### src/rtl/dm_cache_ctrl.sv
// dm_cache_ctrl
//   Direct-mapped, write-back, write-allocate data cache controller. One data
//   word per line. The core side and the main-memory side both use a req/ack
//   style handshake; every output towards either side is registered.
//
// Optional feature:
//   DM_CACHE_STATS_EN  when defined, hit_cnt/miss_cnt count accepted hits and
//                      misses (saturating at 16'hFFFF). When undefined both
//                      outputs are tied to zero and no counter logic exists.
//
// Ports:
//   clk        system clock, all state changes on the rising edge
//   rst        synchronous active-high reset
//   cpu_req    core request, held with stable operands until cpu_ready
//   cpu_we     1 = store, 0 = load
//   cpu_addr   word address (index = low INDEX_W bits, tag = remaining bits)
//   cpu_wdata  store data
//   cpu_ready  one-cycle completion pulse
//   cpu_rdata  load data, valid while cpu_ready is high
//   mem_req    main-memory request
//   mem_we     1 = writeback, 0 = refill read
//   mem_addr   main-memory word address
//   mem_wdata  writeback data
//   mem_ack    main-memory completion, mem_rdata valid in the same cycle
//   mem_rdata  refill data
//   hit_cnt    accepted-hit counter
//   miss_cnt   accepted-miss counter

module dm_cache_ctrl #(
  parameter int DATA_W  = 8,
  parameter int ADDR_W  = 8,
  parameter int INDEX_W = 2
) (
  input  logic              clk,
  input  logic              rst,
  input  logic              cpu_req,
  input  logic              cpu_we,
  input  logic [ADDR_W-1:0] cpu_addr,
  input  logic [DATA_W-1:0] cpu_wdata,
  output logic              cpu_ready,
  output logic [DATA_W-1:0] cpu_rdata,
  output logic              mem_req,
  output logic              mem_we,
  output logic [ADDR_W-1:0] mem_addr,
  output logic [DATA_W-1:0] mem_wdata,
  input  logic              mem_ack,
  input  logic [DATA_W-1:0] mem_rdata,
  output logic [15:0]       hit_cnt,
  output logic [15:0]       miss_cnt
);

  localparam int TAG_W = ADDR_W - INDEX_W;
  localparam int LINES = 1 << INDEX_W;

  typedef enum logic [1:0] {IDLE, WB, FILL, RESP} state_t;

  state_t state, state_next;

  // Line storage. Only valid/dirty are reset; tag/data are meaningless
  // until the corresponding valid bit is set.
  logic [LINES-1:0]  valid;
  logic [LINES-1:0]  dirty;
  logic [TAG_W-1:0]  tag_arr  [LINES];
  logic [DATA_W-1:0] data_arr [LINES];

  // Request operands captured at acceptance so the core may change them
  // while a miss is being serviced.
  logic              req_we;
  logic [ADDR_W-1:0] req_addr;
  logic [DATA_W-1:0] req_wdata;

  logic [INDEX_W-1:0] cpu_idx, req_idx;
  logic [TAG_W-1:0]   cpu_tag, req_tag;
  logic               hit;

  logic              ready_next;
  logic [DATA_W-1:0] rdata_next;
  logic              mem_req_next;
  logic              mem_we_next;
  logic [ADDR_W-1:0] mem_addr_next;
  logic [DATA_W-1:0] mem_wdata_next;
  logic              capture;
  logic              line_we;
  logic [INDEX_W-1:0] line_idx;
  logic [TAG_W-1:0]  line_tag;
  logic [DATA_W-1:0] line_data;
  logic              line_dirty;
  logic              dirty_clr;

  assign cpu_idx = cpu_addr[INDEX_W-1:0];
  assign cpu_tag = cpu_addr[ADDR_W-1:INDEX_W];
  assign req_idx = req_addr[INDEX_W-1:0];
  assign req_tag = req_addr[ADDR_W-1:INDEX_W];
  assign hit     = valid[cpu_idx] && (tag_arr[cpu_idx] == cpu_tag);

  // Next-state and next-output logic. Registered outputs hold their value
  // unless a state explicitly changes them; cpu_ready defaults low so it
  // can only ever be a single-cycle pulse.
  always_comb begin
    state_next     = state;
    ready_next     = 1'b0;
    rdata_next     = cpu_rdata;
    mem_req_next   = mem_req;
    mem_we_next    = mem_we;
    mem_addr_next  = mem_addr;
    mem_wdata_next = mem_wdata;
    capture        = 1'b0;
    line_we        = 1'b0;
    line_idx       = req_idx;
    line_tag       = req_tag;
    line_data      = req_wdata;
    line_dirty     = 1'b0;
    dirty_clr      = 1'b0;

    case (state)
      IDLE: begin
        line_idx  = cpu_idx;
        line_tag  = cpu_tag;
        line_data = cpu_wdata;
        if (cpu_req) begin
          capture = 1'b1;
          if (hit) begin
            ready_next = 1'b1;
            state_next = RESP;
            if (cpu_we) begin
              line_we    = 1'b1;
              line_dirty = 1'b1;
            end else begin
              rdata_next = data_arr[cpu_idx];
            end
          end else if (valid[cpu_idx] && dirty[cpu_idx]) begin
            state_next     = WB;
            mem_req_next   = 1'b1;
            mem_we_next    = 1'b1;
            mem_addr_next  = {tag_arr[cpu_idx], cpu_idx};
            mem_wdata_next = data_arr[cpu_idx];
          end else if (!cpu_we) begin
            state_next    = FILL;
            mem_req_next  = 1'b1;
            mem_we_next   = 1'b0;
            mem_addr_next = cpu_addr;
          end else begin
            // Clean store miss: a one-word line is fully overwritten, so
            // there is nothing to fetch.
            line_we    = 1'b1;
            line_dirty = 1'b1;
            ready_next = 1'b1;
            state_next = RESP;
          end
        end
      end

      WB: begin
        if (mem_ack) begin
          mem_req_next = 1'b0;
          if (req_we) begin
            line_we    = 1'b1;
            line_dirty = 1'b1;
            ready_next = 1'b1;
            state_next = RESP;
          end else begin
            dirty_clr  = 1'b1;
            state_next = FILL;
          end
        end
      end

      FILL: begin
        // Arriving from WB, mem_req is low: raise it one edge later so the
        // memory always sees a gap between two transactions. Any mem_ack
        // seen while mem_req is low is ignored.
        if (!mem_req) begin
          mem_req_next  = 1'b1;
          mem_we_next   = 1'b0;
          mem_addr_next = req_addr;
        end else if (mem_ack) begin
          line_we      = 1'b1;
          line_data    = mem_rdata;
          line_dirty   = 1'b0;
          rdata_next   = mem_rdata;
          ready_next   = 1'b1;
          mem_req_next = 1'b0;
          state_next   = RESP;
        end
      end

      RESP: begin
        state_next = IDLE;
      end

      default: begin
        state_next = IDLE;
      end
    endcase
  end

  // State and registered outputs.
  always_ff @(posedge clk) begin
    if (rst) begin
      state     <= IDLE;
      cpu_ready <= 1'b0;
      cpu_rdata <= '0;
      mem_req   <= 1'b0;
      mem_we    <= 1'b0;
      mem_addr  <= '0;
      mem_wdata <= '0;
    end else begin
      state     <= state_next;
      cpu_ready <= ready_next;
      cpu_rdata <= rdata_next;
      mem_req   <= mem_req_next;
      mem_we    <= mem_we_next;
      mem_addr  <= mem_addr_next;
      mem_wdata <= mem_wdata_next;
    end
  end

  // Line status bits. A line write always sets valid and defines dirty;
  // the writeback-then-refill path clears dirty once the victim is saved.
  always_ff @(posedge clk) begin
    if (rst) begin
      valid <= '0;
      dirty <= '0;
    end else begin
      if (dirty_clr) begin
        dirty[req_idx] <= 1'b0;
      end
      if (line_we) begin
        valid[line_idx] <= 1'b1;
        dirty[line_idx] <= line_dirty;
      end
    end
  end

  // Tag/data arrays and captured operands carry no reset.
  always_ff @(posedge clk) begin
    if (line_we) begin
      tag_arr[line_idx]  <= line_tag;
      data_arr[line_idx] <= line_data;
    end
    if (capture) begin
      req_we    <= cpu_we;
      req_addr  <= cpu_addr;
      req_wdata <= cpu_wdata;
    end
  end

`ifdef DM_CACHE_STATS_EN
  // Saturating hit/miss counters, stepped once per accepted request.
  always_ff @(posedge clk) begin
    if (rst) begin
      hit_cnt  <= '0;
      miss_cnt <= '0;
    end else if ((state == IDLE) && cpu_req) begin
      if (hit) begin
        if (hit_cnt != 16'hFFFF) hit_cnt <= hit_cnt + 16'd1;
      end else begin
        if (miss_cnt != 16'hFFFF) miss_cnt <= miss_cnt + 16'd1;
      end
    end
  end
`else
  assign hit_cnt  = '0;
  assign miss_cnt = '0;
`endif

endmodule

### config.mk
export PLATFORM = sky130hd
export DESIGN_NAME = dm_cache_ctrl
export DESIGN_NICKNAME = d
export VERILOG_FILES = /design/src/rtl/dm_cache_ctrl.sv
export SDC_FILE = /design/constraint.sdc
export NUM_CORES = 1
export LEC_CHECK = 0
export BUFFER_PORTS_ARGS = -buffer_cell sky130_fd_sc_hd__buf_4
export CORE_ASPECT_RATIO = 0.9
export CORE_MARGIN = 5
export CORE_UTILIZATION = 32
export CTS_CLUSTER_DIAMETER = 200
export DETAILED_ROUTE_END_ITERATION = 8
export REMOVE_ABC_BUFFERS = 1
export SKIP_LAST_GASP = 1
export SLEW_MARGIN = 0
export SYNTH_ARGS = -nofsm -noshare
export SYNTH_HDL_FRONTEND = slang
export SYNTH_SLANG_ARGS = --single-unit
### constraint.sdc
create_clock -name clk -period 3.7 [get_ports clk]
set_clock_uncertainty 0.2 [all_clocks]
set_input_delay 0.185 -clock clk [delete_from_list [all_inputs] [get_ports clk]]
set_output_delay 0.185 -clock clk [all_outputs]
set_load 0.05 [all_outputs]
==> out/qor.yml <==
outcome: "complete, no violations"
postSynthRegisterBits: 110
antenna_cells_inserted: 0
die-area_sq_um: 18900
maxClockFrequency_ghz: 0.339
drive_above_1_share_pct: 21.2
grt_usage_pct: 13.6
grt_setup_unrepaired: "no"
sequential_area_share_after_synthesis_pct: 56.3
dpl_worst_slack_ns: 0.672
final-hold-violation-count: 0
die_w_um: 145
number_of_routed_nets_with_antenna_violations: 0
num_vias: 3627
ys_dominant_reg_cell: "sky130_fd_sc_hd__edfxtp_1"
post_synth_instance_area_sq_um: 5210
num_rows: 44
startpoint_type: "flip-flop"
cts_tree: "done"
post-route-period-util_pct: 79.7
top_level_port_count: 88
static_leakage_nw: 2.45
regToRegSetupSlack_ns: 0.75
postRouteWirelength_um: 12900
numCtsBuffers: 9
worst_slack_ns: 0.753
detail_route.wl_per_cell_um: 18.2
netlist-cell-type-count: 49
power_density_nw_per_um2: 639
multiInputGateArea_sq_um: 1940
netlist_instances: 430
worstMarginPinSlew_ns: 0.880
grt_start_max_net_pins: 34
cp_max_fo: 16
syn_to_layout_area_delta_pct: 18.2
gr-total-overflow: 0
maxCapViolCount: 0
crit_path_end_kind: "flip-flop"
total_area_of_sequential_cells_sq_um: 2930
irDropWorstVdd_mv: 0.365
placedInstanceArea_sq_um: 5720
drv_slew: 0
quantity_of_gates_resized_following_cts: 0
cts.sink_count: 110
setup_violations: 0
grt_pass1_wl_um: 19500
period_minus_slack_ns: 2.95
port_buffers: 55
core-area_sq_um: 16100
dr.pass1.iters: 6
final_design_area_no_fill_sq_um: 6160
synth-async-reset-ratio_pct: 0
remaining_drc_errors: 0
worst_skew_late_latency_ns: 0.35
route.detailed.vias_per_inst: 5.12
h-tree-depth: 3
yosysWarningCount: 0
number_of_antenna_violations_at_the_first_check_in_global_routing: 0
cell_at_the_root_of_the_clock_tree: "sky130_fd_sc_hd__clkbuf_16"
nets: 529
worst_ep_arrival_time_ns: 3.05
timing.slew.headroom_pct: 41.1
place_hpwl_um: 8940
start_util_pct: 32.4
min-delay-path-class: "input port to flip-flop"
cts_max_path_buffers: 2
grt_pass1_vias: 3474
whs_ns: 0.0131
drt_iter0_markers: 370
setup_tns_ns: 0
cts.reportedPaths.clkPinSlew_ns: 0.07
syn_area_per_cell_sq_um: 12.1
synth_edf_count: 73
worstPathRequired_ns: 3.80
place_congestion: 0.825
path_class: "flip-flop to flip-flop"
num-fill-cells: 1538
die-height_um: 131
## per-stage QoR
stage	cells	power, mW	utilization, %
6_report	708	3.94	38.3
5_1_grt	708	4.14	38.3
4_1_cts	708	3.97	38.3
3_5_place_dp	676	3.01	35.6
3_3_place_gp	676	2.98	35.6
2_1_floorplan	403	2.58	-
## critical path, cell delays in order, from the launching register on
cell	delay, ns
sky130_fd_sc_hd__dfxtp_1	0.39
sky130_fd_sc_hd__inv_1	0.09
sky130_fd_sc_hd__ha_1	0.21
sky130_fd_sc_hd__and3_1	0.35
sky130_fd_sc_hd__nor2_1	0.76
sky130_fd_sc_hd__or3b_1	0.23
sky130_fd_sc_hd__a211oi_2	0.04
sky130_fd_sc_hd__buf_4	0.21
sky130_fd_sc_hd__o21ai_0	0.22
sky130_fd_sc_hd__o311a_1	0.20
## cell families after synthesis
group                    share of synthesized area, %
buffers and inverters                            8.76
multiplexers                                     14.3
adder cells (fa/ha/maj)                         0.960
XOR/XNOR                                         1.32
AND/OR/NAND/NOR                                  7.73
AO/OA/AOI/OAI                                    10.6
flip-flops                                       56.3
other                                          0.0719
## flip-flops by register name, indices dropped and copies added (netlist names)
register   flops
cpu_ready      1
state          2
dirty          4
req_we         1
data_arr      32
mem_req        1
req_addr       8
tag_arr       24
mem_wdata      8
req_wdata      8
cpu_rdata      8
valid          4
mem_addr       8
mem_we         1
## power by group
group | total (mW) | internal [mW] | switching, mW
registers | 1.70 | 1.62 | 0.0798
clock network | 0.937 | 0.483 | 0.454
logic | 1.30 | 0.426 | 0.872
## final cells by class
type / count / share of cell area, %
Clock inverter: 5 / 0.690
Inverter: 24 / 1.46
Tap cell: 207 / 4.20
Timing Repair Buffer: 82 / 10.6
Multi-Input combinational cell: 269 / 31.5
Clock buffer: 11 / 3.94
Sequential cell: 110 / 47.6
## what timing repair did
item,in CTS,in global routing
buffers inserted,0,0
endpoints found under the setup margin,0,0
hold buffers,16,0
endpoints found under the hold margin,29,0
## placed cells by master, fill, tap and decap left out, types with 2 or more instances in the layout
cell type                       Yosys  layout
sky130_fd_sc_hd__edfxtp_1          73      73
sky130_fd_sc_hd__buf_4             34      66
sky130_fd_sc_hd__nand2_1           38      38
sky130_fd_sc_hd__dfxtp_1           37      37
sky130_fd_sc_hd__mux2i_1           36      36
sky130_fd_sc_hd__o21ai_0           33      33
sky130_fd_sc_hd__conb_1             1      32
sky130_fd_sc_hd__inv_1             23      23
sky130_fd_sc_hd__a21oi_1           16      16
sky130_fd_sc_hd__dlygate4sd3_1      0      16
sky130_fd_sc_hd__nand3_1           14      14
sky130_fd_sc_hd__mux4_2            13      13
sky130_fd_sc_hd__nor2_1            12      12
sky130_fd_sc_hd__clkbuf_16          0       9
sky130_fd_sc_hd__a222oi_1           8       8
sky130_fd_sc_hd__o311a_1            8       8
sky130_fd_sc_hd__mux2_2             7       7
sky130_fd_sc_hd__nor2b_1            4       4
sky130_fd_sc_hd__xor2_1             4       4
sky130_fd_sc_hd__a31oi_1            4       4
sky130_fd_sc_hd__ha_1               4       4
sky130_fd_sc_hd__and2_1             3       3
sky130_fd_sc_hd__nor3_1             3       3
sky130_fd_sc_hd__clkinvlp_4         0       3
sky130_fd_sc_hd__and3_1             2       2
sky130_fd_sc_hd__nand4_1            2       2
sky130_fd_sc_hd__xnor2_1            2       2
sky130_fd_sc_hd__a211oi_2           2       2
sky130_fd_sc_hd__nor3b_1            2       2
sky130_fd_sc_hd__a211oi_1           2       2
sky130_fd_sc_hd__nand3b_1           2       2
## final timing paths
path         cells past startpoint                  start                   endpoint
max                              9  state[0]$_SDFFE_PP0P_  cpu_rdata[7]$_SDFFE_PP0P_
min                              3                mem_ack       cpu_ready$_SDFF_PP0_
min reg2reg                      2  valid[0]$_SDFFE_PP0P_      valid[0]$_SDFFE_PP0P_
max reg2reg                      9  state[0]$_SDFFE_PP0P_  cpu_rdata[7]$_SDFFE_PP0P_
## cell usage after synthesis (12+ instances only)
cell type / n / area share, %
sky130_fd_sc_hd__nand2_1: 38 / 2.7
sky130_fd_sc_hd__dfxtp_1: 37 / 14
sky130_fd_sc_hd__a21oi_1: 16 / 1.5
sky130_fd_sc_hd__inv_1: 23 / 1.7
sky130_fd_sc_hd__clkbuf_1: 12 / 0.86
sky130_fd_sc_hd__mux2i_1: 36 / 6.9
sky130_fd_sc_hd__nand3_1: 14 / 1.3
sky130_fd_sc_hd__o21ai_0: 33 / 3.2
sky130_fd_sc_hd__edfxtp_1: 73 / 42
sky130_fd_sc_hd__nor2_1: 12 / 0.86
sky130_fd_sc_hd__mux4_2: 13 / 5.6
sky130_fd_sc_hd__buf_4: 34 / 4.9
## layer usage
| metal | GRT usage, % | wire length [um] | vias up |
|---|---|---|---|
| met4 | 3.89 | 143 | 0 |
| met1 | 18.5 | 5760 | 1778 |
| li1 | - | - | 1658 |
| met2 | 20.8 | 5870 | 177 |
| met3 | 4.46 | 1110 | 14 |
| met5 | 0 | 0 | - |
Note: power is estimated with default switching activity, not from simulation.
